`src/rtl/pe83_priority_encoder.sv`:
```
// pe83_priority_encoder
// Registered 8-to-3 priority encoder. Bit 7 of the request vector wins over
// every lower bit. The registered outputs are the index of the winning bit, a
// valid flag that says whether any request was present, and the one-hot form
// of the grant. Downstream logic must qualify the index with valid, because
// index 0 is reported both for "no request" and for "only bit 0 requested".
module pe83_priority_encoder (
    input  logic       clk,
    input  logic       rst,
    input  logic       en,
    input  logic [7:0] D,
    output logic [2:0] Y,
    output logic       valid,
    output logic [7:0] onehot
);

    logic [2:0] y_next;
    logic       valid_next;
    logic [7:0] onehot_next;

    // Combinational encode. The loop runs from bit 0 upward, so a higher set
    // bit overwrites whatever a lower one wrote and the highest set bit decides
    // the result. With no bit set, the defaults give index 0, valid low and an
    // all-zero one-hot vector.
    always_comb begin
        y_next      = 3'b000;
        valid_next  = 1'b0;
        onehot_next = 8'h00;
        for (int i = 0; i < 8; i++) begin
            if (D[i]) begin
                y_next      = 3'(i);
                valid_next  = 1'b1;
                onehot_next = 8'h01 << i;
            end
        end
    end

    // Output registers. Reset takes priority over the enable. When the enable
    // is low, the last encoded result is held and D is ignored.
    always_ff @(posedge clk) begin
        if (rst) begin
            Y      <= 3'b000;
            valid  <= 1'b0;
            onehot <= 8'h00;
        end else if (en) begin
            Y      <= y_next;
            valid  <= valid_next;
            onehot <= onehot_next;
        end
    end

endmodule

```
`config.mk`:
```
export PLATFORM = sky130hd
export DESIGN_NAME = pe83_priority_encoder
export DESIGN_NICKNAME = d
export VERILOG_FILES = /design/src/rtl/pe83_priority_encoder.sv
export SDC_FILE = /design/constraint.sdc
export NUM_CORES = 1
export LEC_CHECK = 0
export ABC_AREA = 0
export CORE_MARGIN = 10
export CORE_UTILIZATION = 39
export CTS_CLUSTER_DIAMETER = 60
export DETAILED_ROUTE_END_ITERATION = 8
export PLACE_DENSITY = 0.75
export SYNTH_ARGS = -nofsm -noshare
export SYNTH_HDL_FRONTEND = slang
export SYNTH_SLANG_ARGS = --single-unit
```
`constraint.sdc`:
```
create_clock -name clk -period 1.1 [get_ports clk]
set_input_delay 0.22 -clock clk [delete_from_list [all_inputs] [get_ports clk]]
set_output_delay 0.22 -clock clk [all_outputs]
set_load 0.03 [all_outputs]
```
==> flow_summary.toml, run 1 <==
[route]
firstDrtPassIters = 4
dr_total_vias = 530
wl_um = 1458
routed_via_density = 4.862
drt.antenna.violating_nets = 0
detail_route.iter0.violations = 16
route.detailed.wl_per_inst_um = 13.38
detail_route.drc_violations = 0

[global_route]
grt_util_met2 = 0.1505
gr-total-overflow = 0
grt_pass1_vias = 568
globalRouteMet1Util = 0.09962
grt-busiest-layer = "met2"
grt_start_max_net_pins = 12
globalRouteTotalUtil = 0.09537
grt_pass1_wl_um = 2470
antenna_found_initial = 0
grt_util_met3 = 0.03596

[critical_path]
reg2regPathDepth = 2
path_max_fanout = 3
worst_setup_path_start_kind = "input port"
crit_path_cell_trace = "clkdlybuf4s50_1 -> nor2_2 -> nand4_1 -> o31a_1"
max_stage_delay_ps = 460
required_ps = 1260
reg2reg_slack_ps = 190
critical_path_arrival_ps = 1190
critPathSlowestCell = "sky130_fd_sc_hd__clkdlybuf4s50_1"
end_kind = "flip-flop"
worstReg2RegEnd = "onehot[0]"
criticalPathCategory = "in2reg"
worst_path_dominant_cell_family = "buffers and inverters"
critPathBufInv = 1
r2r_start = "onehot[0]"

[logic_synthesis]
synth_cells = 58
yosysWarnings = 0
avgSynthCellArea_sq_um = 9.017
post_synthesis_cell_area_sq_um = 523.0
synth_fp_nets = 69
postSynthRegisterBits = 12
synth_sequential_area_ratio = 0.4593
synth_cell_type_count = 22

[sta]
final-max-slew-violation-count = 0
slew_headroom = 0.8179
finalCriticalPeriod_ps = 1034
setup_total_negative_slack_ps = 0
hold_viol = 0
tightest_slew_ps = 271.1
min_period_over_period = 0.9398
unrepaired_setup_endpoints_after_global_routing = "no"
clock-skew-final_ps = 0
fmaxAchievable_mhz = 967.3
setup_viol = 0

[cells_and_area]
layout.cell_area.non_filler_sq_um = 854.6
post_route_cells_drive_above_1_share = 0.3617
finish.net_count = 107
area_growth_syn_to_layout_pct = 63.40
final_core_util = 0.6650
antenna-diode-count = 0

[hold_path]
timing.hold.worst.start = "D[2]"
min_path_type = "in2reg"
number_of_stages_on_the_worst_hold_path = 3
hold_path_endpoint = "onehot[2]"

[floorplan]
ioPinCount = 23
design.die.area_sq_um = 3206
std_cell_rows = 13
die_span_y_um = 56.62
starting_utilization_of_the_core_area = 0.4070
area_of_the_placeable_core_sq_um = 1285
die_width_um = 56.62

[placed_design]
port-buffer-count = 22
detailed_place.area_sq_um = 823.3
place.detailed.hpwl_um = 1173
gp_congestion = 0.7290

[clocking]
ctsHtreeMaxLevel = 1
insertion_delay_ps = 270
cts_tree = "yes"
tritoncts_num_sinks = 12
cts_buffer_depth = 2
cts_hold_repair.buffers = 0
tritoncts.num_buffers = 3
cts_setup_buffers = 0
clkTransAtPathRegs_ps = 80
cts_root_buffer = "sky130_fd_sc_hd__clkbuf_4"

[power_and_ir_drop]
cellPowerDensity_nw_per_um2 = 1096
total_leakage_power_nw = 0.3765
power.ir.vdd_worst_mv = 0.6175

[job]
timing.max_cap.violations = 0

[run_status]
run_status = "finished, final reports clean"
-- timing repair --
| item | in CTS | in global routing |
|---|---|---|
| cloned | 0 | 0 |
| endpoints found under the setup margin | 5 | 3 |
| resized for setup | 5 | 4 |
| pin swaps | 1 | 1 |
-- synthesized netlist by cell type --
master,instances,share of area
sky130_fd_sc_hd__dfxtp_1,12,0.46
sky130_fd_sc_hd__nor2_1,10,0.072
sky130_fd_sc_hd__a21oi_1,6,0.057
sky130_fd_sc_hd__nand2b_1,5,0.060
sky130_fd_sc_hd__a311oi_1,3,0.050
sky130_fd_sc_hd__buf_2,2,0.019
sky130_fd_sc_hd__nand4_1,2,0.024
sky130_fd_sc_hd__nand4b_1,2,0.033
sky130_fd_sc_hd__nor2b_1,2,0.024
sky130_fd_sc_hd__o21ai_1,2,0.019
sky130_fd_sc_hd__a31oi_1,1,0.012
sky130_fd_sc_hd__clkbuf_1,1,0.0072
sky130_fd_sc_hd__inv_1,1,0.0072
sky130_fd_sc_hd__mux2i_1,1,0.019
sky130_fd_sc_hd__nand3_1,1,0.0096
sky130_fd_sc_hd__nand3b_1,1,0.014
sky130_fd_sc_hd__nor2_2,1,0.012
sky130_fd_sc_hd__nor4_4,1,0.041
sky130_fd_sc_hd__o21ai_0,1,0.0096
sky130_fd_sc_hd__o31a_1,1,0.017
sky130_fd_sc_hd__or3b_1,1,0.017
sky130_fd_sc_hd__or3b_2,1,0.017
-- per-stage QoR --
| stage | power, W | std cells | hold WS [ps] | worst slack, ps |
|---|---|---|---|---|
| 5_1_grt | 0.0009886 | 109 | 319.0 | 20.96 |
| 4_1_cts | 0.0009516 | 109 | 449.8 | 31.47 |
| 3_5_place_dp | 0.0006813 | 106 | 459.2 | -378.2 |
| 2_1_floorplan | 0.0005545 | 58 | 352.2 | 28.68 |
| 3_3_place_gp | 0.0006777 | 106 | 455.5 | -320.3 |
| 6_report | 0.0009366 | 109 | 332.3 | 66.21 |
-- layer usage --
layer / share of wire / up-vias
li1: - / 280
met1: 0.49 / 233
met2: 0.44 / 15
met3: 0.049 / 2
met4: 0.017 / 0
met5: 0 / -
-- final cells by class --
class / count / area, sq um
Tap cell: 15 / 18.77
Inverter: 1 / 3.754
Clock buffer: 3 / 22.52
Timing Repair Buffer: 36 / 299.0
Sequential cell: 12 / 240.2
Fill cell: 116 / 430.4
Multi-Input combinational cell: 42 / 270.3
-- worst register-to-register path, stage by stage (launching register included) --
cell,delay (ps)
sky130_fd_sc_hd__dfxtp_1,330
sky130_fd_sc_hd__or3b_2,440
sky130_fd_sc_hd__o21ai_1,80
-- cells by family (layout without fill, tap and decap cells) --
family                 after synthesis  count (layout)  share of synthesized area
AO/OA/AOI/OAI                       14              14                     0.1651
buffers and inverters                4              40                    0.03348
flip-flops                          12              12                     0.4593
multiplexers                         1               1                    0.01914
AND/OR/NAND/NOR                     27              27                     0.3230
-- how the worst max path moves through the flow --
stage / startpoint / to / slack (ps) / cells past startpoint
2_1_floorplan: onehot[0] / onehot[0] / 30 / 2
3_3_place_gp: D[5] / valid / -320 / 4
3_5_place_dp: D[5] / valid / -380 / 4
4_1_cts: D[2] / valid / 30 / 4
5_1_grt: D[3] / valid / 20 / 4
6_report: D[3] / valid / 70 / 4
-- state kept, by name (all words and copies together), names as in the netlist --
signal,cells
valid,1
Y,3
onehot,8
-- cell usage in the layout, fill, tap and decap left out, types with 3 or more instances in the layout --
| cell | synthesis | layout |
|---|---|---|
| sky130_fd_sc_hd__nor2_1 | 10 | 8 |
| sky130_fd_sc_hd__a21oi_1 | 6 | 6 |
| sky130_fd_sc_hd__buf_4 | 0 | 25 |
| sky130_fd_sc_hd__clkbuf_4 | 0 | 3 |
| sky130_fd_sc_hd__dlygate4sd2_1 | 0 | 4 |
| sky130_fd_sc_hd__dfxtp_1 | 12 | 12 |
| sky130_fd_sc_hd__nor2_2 | 1 | 3 |
| sky130_fd_sc_hd__a311oi_1 | 3 | 3 |
| sky130_fd_sc_hd__clkdlybuf4s50_1 | 0 | 4 |
| sky130_fd_sc_hd__nand2b_1 | 5 | 5 |
-- report_power, final --
part | switching [W] | total (W) | internal, W
Combinational | 0.000105 | 0.000208 | 0.000103
Sequential | 0.00000813 | 0.000459 | 0.000451
Clock | 0.000143 | 0.000270 | 0.000127
Total | 0.000256 | 0.000937 | 0.000680
Note: power is estimated with default switching activity, not from simulation.
==> run 2, diff against run 1 <==
--- a/config.mk
+++ b/config.mk
@@ -6,6 +6,7 @@
 export NUM_CORES = 1
 export LEC_CHECK = 0
 export ABC_AREA = 0
+export CAP_MARGIN = 40
 export CORE_MARGIN = 10
 export CORE_UTILIZATION = 39
 export CTS_CLUSTER_DIAMETER = 60
==> results of run 2 <==
Same layout as run 1: the final DEF is identical, and so are final timing and power.
